**src/rtl/day_calc_pkg.sv**
```systemverilog
// Shared constants and helpers for the day-of-month offset calculator.
// Month lengths, field widths and the month-length decode live here.
package day_calc_pkg;

   localparam int DAYS_SHORT = 30;
   localparam int DAYS_LONG  = 31;
   localparam int DAY_W      = 5;
   localparam int N_W        = 3;
   localparam int RAW_W      = DAY_W + 1;

   typedef logic [DAY_W-1:0] day_t;
   typedef logic [N_W-1:0]   offset_t;

   typedef struct packed {
      day_t dbn;
      day_t dan;
      logic err;
   } day_result_t;

   function automatic day_t dim_of(input logic day30_31);
      return day30_31 ? day_t'(DAYS_LONG) : day_t'(DAYS_SHORT);
   endfunction

endpackage : day_calc_pkg

```
**src/rtl/day_offset_wrap.sv**
```systemverilog
// Combinational core: days N before/after today with a single wrap across
// the month boundary, plus the illegal-day flag. The previous month is assumed to have length DIM.
module day_offset_wrap
   import day_calc_pkg::*;
(
   input  logic [DAY_W-1:0] today_i,
   input  logic [N_W-1:0]   n_i,
   input  logic [DAY_W-1:0] dim_i,
   output logic [DAY_W-1:0] dbn_o,
   output logic [DAY_W-1:0] dan_o,
   output logic             error_o
);

   logic signed [RAW_W-1:0] dbn_raw;
   logic        [RAW_W-1:0] dan_raw;

   // Both sums are one bit wider than a day so neither can overflow.
   assign dbn_raw = $signed({1'b0, today_i}) - $signed({{(RAW_W-N_W){1'b0}}, n_i});
   assign dan_raw = {1'b0, today_i} + {{(RAW_W-N_W){1'b0}}, n_i};

   always_comb begin
      // NOTE: every output gets a default first so no path leaves one unassigned (no latch).
      dbn_o   = '0;
      dan_o   = '0;
      error_o = 1'b0;

      if ((today_i == '0) || (today_i > dim_i)) begin
         error_o = 1'b1;
      end else begin
         if (dbn_raw >= RAW_W'(signed'(1)))
            dbn_o = dbn_raw[DAY_W-1:0];
         else
            dbn_o = DAY_W'(dbn_raw + $signed({1'b0, dim_i}));

         if (dan_raw <= {1'b0, dim_i})
            dan_o = dan_raw[DAY_W-1:0];
         else
            dan_o = DAY_W'(dan_raw - {1'b0, dim_i});
      end
   end

endmodule : day_offset_wrap

```
**src/rtl/day_offset_calc.sv**
```systemverilog
// Registered day-offset calculator: one result per clock, one cycle of latency.
// Outputs clear asynchronously while rst is high.
module day_offset_calc
   import day_calc_pkg::*;
(
   input  logic             clk,
   input  logic             rst,
   input  logic [DAY_W-1:0] today,
   input  logic             day30_31,
   input  logic [N_W-1:0]   N,
   output logic [DAY_W-1:0] dbndays,
   output logic [DAY_W-1:0] dandays,
   output logic             error
);

   day_result_t res_d;
   day_result_t res_q;

   day_offset_wrap u_wrap (
      .today_i (today),
      .n_i     (N),
      .dim_i   (dim_of(day30_31)),
      .dbn_o   (res_d.dbn),
      .dan_o   (res_d.dan),
      .error_o (res_d.err)
   );

   always_ff @(posedge clk or posedge rst) begin
      // NOTE: state registers use non-blocking assignment so all flops update together.
      if (rst)
         res_q <= '0;
      else
         res_q <= res_d;
   end

   assign dbndays = res_q.dbn;
   assign dandays = res_q.dan;
   assign error   = res_q.err;

endmodule : day_offset_calc

```
**config.mk**
```make
export PLATFORM = sky130hd
export DESIGN_NAME = day_offset_calc
export DESIGN_NICKNAME = d
export VERILOG_FILES = /design/src/rtl/day_calc_pkg.sv /design/src/rtl/day_offset_wrap.sv /design/src/rtl/day_offset_calc.sv
export SDC_FILE = /design/constraint.sdc
export NUM_CORES = 1
export LEC_CHECK = 0
export ABC_CLOCK_PERIOD_IN_PS = 900
export BUFFER_PORTS_ARGS = -buffer_cell sky130_fd_sc_hd__buf_2
export CAP_MARGIN = 20
export CORE_AREA = 2 2 59 61
export DETAILED_ROUTE_END_ITERATION = 8
export DIE_AREA = 0 0 61 63
export GPL_TIMING_DRIVEN = 1
export HOLD_SLACK_MARGIN = 0.12
export SLEW_MARGIN = 0
export SYNTH_ARGS = -nofsm -noshare
export SYNTH_HDL_FRONTEND = slang
export SYNTH_HIERARCHICAL = 1
export SYNTH_SLANG_ARGS = --single-unit
```
**constraint.sdc**
```tcl
create_clock -name clk -period 0.9 [get_ports clk]
set_input_delay 0.27 -clock clk [delete_from_list [all_inputs] [get_ports clk]]
set_output_delay 0.27 -clock clk [all_outputs]
set_load 0.005 [all_outputs]
```
==> summary.txt, run 1 <==
Status
  • Status: finished with violations
  • Failing checks: setup timing

Pwr
  • Switching power: approximately 0.0011 W
  • Pint: 0.00182 W
  • Switching share of power: around 37%
  • Seq pwr share: roughly 22%
  • Clock power share: between 10% and 20%
  • Leak Pwr: between 1 and 1.5 nW
  • Peak supply drop: approximately 0.56 mV
  • Gate power share: roughly two thirds
  • PwrDens: roughly 1200 nW/um^2

Synthesis
  • Ys async rst share: 100%
  • Post-synth top flop: dfrtp_1
  • Sequential fraction of the synthesis area: 20.1%
  • Syn Area/Cell: 8.96 um^2
  • Post-synthesis register bit count: 11
  • Post-synth top area share: about a fifth
  • Post-synth EDFFs: 0
  • Post-Syn Instances: approximately 150
  • Synth warn: 6
  • Yosys top cell by area: dfrtp_1
  • Top cells by area, synth: dfrtp_1 (20%), ha_1 (18%), fa_1 (5.8%)
  • Syn Std Cell Area: 1370 um^2
  • Synth unique cells: slightly below 50

Setup path
  • Crit end category: flip-flop
  • CP Class: input port to flip-flop
  • Worst Setup EP: dandays[1]
  • CP Launch Point: today[1]
  • Crit path arrival time: between 2 and 2.5 ns
  • Critical path data required time: ~1.1 ns
  • Worst Path Max Fanout: 6
  • Startpoint Class: input port

GRT
  • Global-route wire length before repair: about 6.5 mm
  • Met1 Usage GRT: between 20% and 30%
  • Initial antenna violation count: 0
  • Met3 Track Usage GR: around 1.4%
  • Met2 GRT Util: roughly two fifths
  • Largest net degree at the start of global routing: 12
  • GRT Max-Usage Layer: met2
  • Vias in the first global route: around 1500
  • GRT Total Usage: approximately a fifth
  • Grt total ovfl: 0

STA
  • RSZ-0062 raised after global routing: yes
  • Final WS setup: -1.30 ns
  • Final min period: 2.20 ns
  • Final period utilization: 245%
  • Max Freq: about 450 MHz
  • Setup violators final: 22
  • Hold_ws: approximately 0.46 ns
  • Worst-Margin Slew: slightly above 0.6 ns
  • Pins Over Slew Limit: 0
  • Slew HR: between 50% and 60%
  • Setup TNS: -14.19 ns
  • Final Hold Vio Count: 0

Run
  • Max-cap violation count: 0

CTS
  • H-tree levels: 1
  • Clk root buf: clkbuf_4
  • Deepest clock path buffer count: 2
  • Clk pin slew, worst setup/hold paths: 0.06 ns
  • CTS tree: yes
  • Number of CTS-inserted buffers: 3
  • Total number of clock tree sinks: 11

Floorplanning
  • DIE AREA: roughly 3800 um^2
  • Die height: 63 um
  • Row Count: 21
  • Initial Utilization: a little over two fifths
  • Io pins: 22
  • Die width: between 60 and 70 um
  • Core box area: ~3200 um^2

Route
  • Drt drc: 0
  • Post-route ant nets: 0
  • WL/cell: around 14 um
  • Drt via density: between 5 and 6
  • DR vias: 1449
  • TritonRoute pass-1 iters: 4
  • Initial DRC Count: 56
  • WL final: around 3.9 mm

Final layout
  • Commonest cells after routing, fill and taps aside: buf_4 (49), buf_2 (17), dfrtp_1 (11), ha_4 (11)
  • Register area: ~280 um^2
  • Ant diodes: 0
  • Final nets: about 280
  • Fill cell count: about 230
  • Area of the multi-input gates: roughly 1400 um^2
  • Share of cells above drive strength 1: around 58%
  • Most common cell after layout, fill and taps aside: buf_4
  • Layout area overhead: 74.0%

Place
  • Dpl hpwl: between 2 and 3 mm
  • Port bufs: 21
  • GPL Wtd Cong: ~0.87

Min path
  • Worst hold path class: input port to flip-flop
==> sequential cells by signal (all words and copies together) (netlist names) <==
register / cells
error: 1
dandays: 5
dbndays: 5
==> timing repair <==
action / in CTS / in global routing
endpoints found under the hold margin: 11 / 0
endpoints found under the setup margin: 22 / 33
gates resized for setup: 40 / 21
buffers inserted: 8 / 2
pin swaps: 19 / 20
hold buffers: 1 / 0
==> Yosys cell counts (2+ instances only) <==
master / number
a211oi_1: 2
a21oi_1: 8
and2_1: 2
dfrtp_1: 11
fa_1: 4
ha_1: 20
inv_1: 18
mux2i_1: 3
nand2_1: 6
nand3_1: 12
nand4_1: 2
nor2_1: 5
nor2b_1: 5
nor3_1: 3
o211ai_1: 2
o21a_1: 4
o21ai_0: 10
or3_1: 3
xnor2_1: 3
==> per-stage QoR <==
| stage | util (%) | area, um^2 | cells | total power [W] | setup slack (ns) |
|---|---|---|---|---|---|
| after global routing | 73.8 | 2390 | 285 | 0.00314 | -1.37 |
| after detailed placement | 62.2 | 2010 | 270 | 0.00221 | -1.64 |
| final | 73.8 | 2390 | 285 | 0.00290 | -1.30 |
| after CTS | 70.6 | 2280 | 283 | 0.00276 | -1.29 |
| after floorplan | - | 1530 | 162 | 0.00159 | -1.44 |
| after global placement | 62.2 | 2010 | 270 | 0.00216 | -1.60 |
==> logic make-up after synthesis <==
group                      Yosys count  share of synthesized area [%]
other                                1                          0.273
xor gates and xnor gates             5                           4.56
adders and majority gates           24                           24.1
buffers and inverters               22                           6.93
DFF                                 11                           20.1
and+or+nand+nor                     46                           19.3
AOI/OAI and AO/OA                   40                           21.8
muxes                                4                           3.01
==> worst min-delay path by stage <==
| stage | startpoint | to | slack [ns] | cells after the start |
|---|---|---|---|---|
| 2_1_floorplan | rst | dandays[0] | 0.12 | 1 |
| 3_3_place_gp | rst | error | 0.25 | 2 |
| 5_1_grt | day30_31 | dandays[0] | 0.46 | 3 |
| 4_1_cts | day30_31 | dandays[0] | 0.42 | 3 |
| 3_5_place_dp | rst | dbndays[1] | 0.26 | 2 |
| 6_report | day30_31 | dandays[0] | 0.46 | 3 |
==> per-layer routing <==
layer	share of wire, %	up-vias
met1	43	695
met3	2.5	5
met2	54	36
met4	0.79	0
met5	0	-
li1	-	713
==> power by group through the flow <==
stage | Combinational, W | Clock [W] | Sequential, W
finish | 0.00195 | 0.000316 | 0.000641
CTS | 0.00179 | 0.000325 | 0.000644
global route | 0.00214 | 0.000343 | 0.000658
floorplan | 0.000910 | 0 | 0.000676
global placement | 0.00152 | 0 | 0.000648
detailed placement | 0.00155 | 0 | 0.000653
==> final cells by class <==
cell class                      instances  share of cell area [%]
Clock buffer                            4                    1.10
Inverter                               19                    3.88
Multi-Input combinational cell        129                    56.6
Sequential cell                        11                    11.5
Tap cell                               46                    2.41
Timing Repair Buffer                   76                    24.5
==> worst max-delay path, stage by stage <==
cell	delay [ns]
buf_6	0.11
ha_4	0.26
nand2b_4	0.12
a21oi_4	0.06
or3_4	0.33
and2_4	0.17
ha_4	0.21
o21a_1	0.16
o31a_1	0.13
o22ai_2	0.21
nand2_2	0.10
a211oi_1	0.24
Note: power is estimated with default switching activity, not from simulation.
==> inputs of run 2 (changes only) <==
Settings changed: CORE_AREA 2 2 59 61 to 2 2 50 52, DIE_AREA 0 0 61 63 to 0 0 52 54, PLACE_DENSITY set to 0.65, SYNTH_HIERARCHICAL 1 to unset.
==> run 2 against run 1 <==
Net effect:
- the run still ends with setup timing left
- via count is 34% lower
- routed wire length is 39% lower
- total power fell by 34%
- synthesized area decreased by 30%
- clock power up 1%
- hold slack better by 0.0019 ns
- combinational power decreased by 48%
- core utilization shrank 6.1 points
- critical path depth down 4
==> summary.txt, run 2 <==
Route
  • Top Metal Used: met4
  • Initial DRC Count: 10
  • Routed length on met3: 70 um
  • Drt via density: 5.09
  • Drt drc: 0
  • WL final: around 2.4 mm
  • DRT met1 WL: about 950 um
  • WL/cell: 12.8 um
  • Post-route ant nets: 0
  • DR vias: 956
  • TritonRoute pass-1 iters: 4
  • Met2 wire len: approximately 1.3 mm

Final layout
  • Layout area overhead: 63.2%
  • Ant diodes: 0
  • Most common cell after layout, fill and taps aside: buf_4
  • Final nets: ~180
  • Share of cells above drive strength 1: roughly 57%
  • Core Util, Final: between 60% and 70%
  • Final cell count without fillers: roughly 190
  • Commonest cells after routing, fill and taps aside: buf_4 (30), buf_2 (19), dfrtp_1 (11)

Setup path
  • Most used cell, CP: ha_4
  • CP max stage delay: ~0.58 ns
  • Levels on crit path: 8
  • CP cell instances: buf_12 -> ha_4 -> fa_2 -> ha_4 -> and3_4 -> o31ai_4 -> a21boi_2 -> mux2_4
  • CP Class: input port to flip-flop
  • Crit path arrival time: around 2.1 ns
  • Worst Path Max Fanout: 4
  • Critical path data required time: 1.05 ns
  • CP Buf/Inv Count: 1
  • Startpoint Class: input port
  • Crit path max-delay cell type: fa_2
  • Crit path max-delay family: adder cells
  • Crit end category: flip-flop

Synthesis
  • Syn nets: 128
  • Post-Syn Instances: roughly 100
  • Synth warn: 0
  • Post-synth EDFFs: 0
  • Post-synthesis register bit count: 11
  • Post-synth top area share: between 20 and 30%
  • Ys async rst share: 100%
  • Synth cell count leaders: inv_1 (12), dfrtp_1 (11), ha_1 (11), nand2_1 (7), a21oi_1 (6)
  • Syn Std Cell Area: between 900 and 1000 um^2
  • Most frequent cell after synthesis: inv_1
  • Yosys top cell by area: dfrtp_1
  • Post-synth top flop: dfrtp_1
  • Top cells by area, synth: dfrtp_1 (29%), ha_1 (14%), inv_1 (4.7%)
  • Syn Area/Cell: 9.25 um^2
  • Sequential fraction of the synthesis area: between 20% and 30%
  • Synth unique cells: 41

STA
  • RSZ-0062 raised after global routing: yes
  • Final Hold Vio Count: 0
  • Slew HR: 74.8%
  • Max Freq: a little over 500 MHz
  • Final min period: 1.93 ns
  • Final period utilization: 215%
  • Worst-Margin Slew: 0.378 ns
  • Pins Over Slew Limit: 0
  • Final WS setup: -1.03 ns
  • Setup violators final: 22

Floorplanning
  • Io pins: 22
  • Die height: 54 um
  • Die width: between 50 and 60 um
  • DIE AREA: 2810 um^2
  • Core box area: approximately 2300 um^2
  • Row Count: 18
  • Initial Utilization: about two fifths

Min path
  • Worst hold path class: input port to flip-flop
  • Hold path cells: 3

Status
  • Status: finished with violations
  • Failing checks: setup timing

Pwr
  • Final total power: 0.00193 W
  • PwrDens: 1230 nW/um^2
  • Leak Pwr: around 0.74 nW
  • Peak supply drop: between 0.8 and 0.9 mV

CTS
  • Number of CTS-inserted buffers: 3
  • Total number of clock tree sinks: 11
  • Clk pin slew, worst setup/hold paths: roughly 0.07 ns
  • Clk root buf: clkbuf_4
  • H-tree levels: 1
  • Deepest clock path buffer count: 2
  • CTS tree: yes

Place
  • Place WS: -1.43 ns
  • GPL Wtd Cong: between 0.7 and 0.8
  • Port bufs: 21
  • Dpl hpwl: about 1.8 mm
  • Dpl cells: approximately 180

GRT
  • Global-route wire length before repair: around 3.8 mm
  • Grt total ovfl: 0
  • Largest net degree at the start of global routing: 12
  • Vias in the first global route: between 900 and 1000
  • GRT Total Usage: between 10% and 20%
  • Initial antenna violation count: 0

Run
  • Max-cap violation count: 0
==> run 2: kinds of logic after synthesis <==
| family | after synthesis | synth area share [%] |
|---|---|---|
| muxes | 4 | 4.29 |
| and+or+nand+nor | 33 | 19.0 |
| xor gates and xnor gates | 4 | 4.42 |
| AOI/OAI and AO/OA | 23 | 17.4 |
| DFF | 11 | 28.6 |
| adders and majority gates | 13 | 18.5 |
| buffers and inverters | 16 | 7.80 |
==> run 2: layer usage <==
layer	GRT usage, %	up-vias
met1	19.0	449
li1	-	475
met2	36.7	25
met5	0	-
met3	1.11	7
met4	8.33	0
==> run 2: path summary, 6_finish.rpt <==
check / end / slack, ns / from
hold / removal: dandays[4] / 0.46 / today[3]
setup / recovery: dandays[0] / -1.03 / today[0]
max in group asynchronous: dbndays[3] / 0.11 / rst
min in group asynchronous: dandays[4] / 0.51 / rst
==> run 2: power by group <==
| group | switching, W | internal (W) | leakage (nW) |
|---|---|---|---|
| sequential | 0.0000160 | 0.000577 | 0.131 |
| clock | 0.000149 | 0.000171 | 0.0150 |
| combinational | 0.000478 | 0.000538 | 0.598 |
==> run 2: repair_timing <==
item	4_1_cts	5_1_grt
buffers inserted	3	2
hold endpoints to repair	11	0
resized for setup	14	15
setup endpoints to repair	22	22
hold buffers	1	0
pin swaps	15	10
==> run 2: area by class of cell <==
type                            instances  area [um^2]
Clock buffer                            4         26.3
Fill cell                             177          749
Inverter                               13         66.3
Multi-Input combinational cell         77          792
Sequential cell                        11          275
Tap cell                               30         37.5
Timing Repair Buffer                   53          373
==> run 2: metrics by stage <==
stage | area [um^2] | TNS, ns | hold slack, ns
2_1_floorplan | 1050 | -10.18 | 0.122
3_3_place_gp | 1360 | -13.56 | 0.253
3_5_place_dp | 1360 | -14.32 | 0.263
4_1_cts | 1470 | -11.52 | 0.421
5_1_grt | 1570 | -12.37 | 0.478
6_report | 1570 | -11.30 | 0.457
==> inputs of run 3 (changes only) <==
Settings changed: ABC_CLOCK_PERIOD_IN_PS 900 to 2510.
Clock period 0.9 ns to 2.51 ns, I/O delays scaled along.
==> run 3 against run 2 <==
Net effect:
- the run now ends clean
- worst setup slack better by 1.1 ns
- clock-buffer cell count stayed put
- critical path depth is 3 higher
- sequential share of layout area is 3.3 points higher
- die area stayed put
- critical endpoint is now dbndays[1]
- highest routed layer unchanged
==> summary.txt, run 3 (synthesis gave the netlist of run 2 again) <==
Status
  • Status: finished clean

Setup path
  • CP max stage delay: just over 0.4 ns
  • Crit end category: flip-flop
  • CP cell instances: buf_6 -> inv_2 -> ha_4 -> inv_2 -> fa_2 -> a211oi_4 -> xnor2_2 -> buf_4 -> a31o_4 -> a21oi_1 -> a311oi_1
  • Startpoint Class: input port
  • Crit path max-delay family: compound AO/OA/AOI/OAI gates
  • CP Buf/Inv Count: 4
  • Worst Path Max Fanout: 7
  • Crit path max-delay cell type: fa_2
  • Critical path data required time: 2.66 ns
  • Crit path arrival time: approximately 2.6 ns
  • CP Class: input port to flip-flop
  • Most used cell, CP: inv_2
  • CP Launch Point: today[0]

CTS
  • Deepest clock path buffer count: 2
  • H-tree levels: 1
  • Clk root buf: clkbuf_4
  • Clk pin slew, worst setup/hold paths: 0.06 ns
  • Number of CTS-inserted buffers: 3
  • Total number of clock tree sinks: 11
  • CTS tree: yes

Floorplanning
  • Core box area: 2320 um^2
  • Initial Utilization: between 40% and 50%
  • Io pins: 22
  • Die height: between 50 and 60 um
  • DIE AREA: approximately 2800 um^2
  • Die width: approximately 52 um
  • Row Count: 18

STA
  • Pins Over Slew Limit: 0
  • Max Freq: around 400 MHz
  • Final min period: ~2.5 ns
  • Slew HR: between 70% and 80%
  • RSZ-0062 raised after global routing: yes
  • Hold_ws: between 0.4 and 0.5 ns
  • Final period utilization: between 90% and 100%
  • Final Hold Vio Count: 0
  • Setup violators final: 0
  • Worst-Margin Slew: 0.372 ns

Route
  • WL/cell: approximately 12 um
  • Drt via density: 4.97
  • Initial DRC Count: 3
  • TritonRoute pass-1 iters: 4
  • WL final: about 2.1 mm
  • Post-route ant nets: 0
  • DR vias: 860
  • Drt drc: 0

GRT
  • Global-route wire length before repair: approximately 3.5 mm
  • Grt total ovfl: 0
  • Initial antenna violation count: 0
  • Vias in the first global route: 818
  • GRT Total Usage: 16.6%
  • Largest net degree at the start of global routing: 12

Pwr
  • Leak Pwr: ~0.64 nW
  • Peak supply drop: roughly 0.23 mV
  • PwrDens: between 400 and 500 nW/um^2

Place
  • Dpl hpwl: between 1.5 and 2 mm
  • DP Area: 1210 um^2
  • GPL Wtd Cong: around 0.8
  • Port bufs: 21

Min path
  • Worst hold path class: input port to asynchronous set/reset pin

Final layout
  • Layout area overhead: 37.2%
  • Ant diodes: 0
  • Most common cell after layout, fill and taps aside: buf_2
  • Share of cells above drive strength 1: between 40% and 50%
  • Fill cell count: around 210
  • Final nets: 168
  • Commonest cells after routing, fill and taps aside: buf_2 (20), buf_4 (17), dfrtp_1 (11)
  • Final instance area: between 1000 and 1500 um^2

Run
  • Max-cap violation count: 0
## run 3: cell types whose count changed in the layout (fill, tap and decap cells not counted), moves of 2 or more
| cell | change |
|---|---|
| a21oi_1 | +4 |
| buf_4 | -13 |
| a21oi_2 | -3 |
| ha_2 | +2 |
| ha_4 | -2 |
## run 3: final timing paths
path | endpoint | slack [ns] | cells after the start
max | dbndays[1] | 0.04 | 11
min | dbndays[2] | 0.46 | 2
max in group asynchronous | error | 1.79 | 2
min in group clk | dandays[4] | 0.88 | 2
## run 3: area by class of cell
class                   instances  area, um^2  share of cell area [%]
clock buffers                   4        26.3                    1.99
multi-input cells              77         688                    52.1
well taps                      30        37.5                    2.84
repair buffers                 38         239                    18.1
flip-flops and latches         11         275                    20.9
inverters                      13        53.8                    4.08
## run 3: per-layer routing
metal	GRT usage [%]	vias up	wire, um
met1	17.7	390	820
li1	-	443	-
met2	33.8	23	1130
met5	0	-	0
met3	0.833	4	95
met4	6.58	0	32
## run 3: report_power, final
group          total (W)  internal [W]  leakage [nW]  switching [W]
registers       0.000213      0.000207         0.131     0.00000616
logic           0.000292      0.000151         0.496       0.000142
clock network   0.000110     0.0000611        0.0150      0.0000486
total           0.000615      0.000419         0.642       0.000196
## run 3: what timing repair did
| action | in CTS | in global routing |
|---|---|---|
| endpoints found under the setup margin | 2 | 8 |
| resized for setup | 6 | 6 |
| buffers inserted | 3 | 1 |
| endpoints found under the hold margin | 0 | 0 |
| hold buffers | 0 | 0 |
| pin swaps | 8 | 3 |
## run 3: stage by stage
stage	total power, W	instances	setup slack [ns]	TNS (ns)	util [%]
after global placement	0.000471	165	-0.290	-1.42	52.0
after detailed placement	0.000478	165	-0.353	-1.95	52.0
after floorplan	0.000378	104	-0.0597	-0.0597	-
final	0.000615	173	0.0396	0	56.9
after global routing	0.000664	173	-0.0517	-0.117	56.9
after CTS	0.000606	172	0.00578	0	55.2
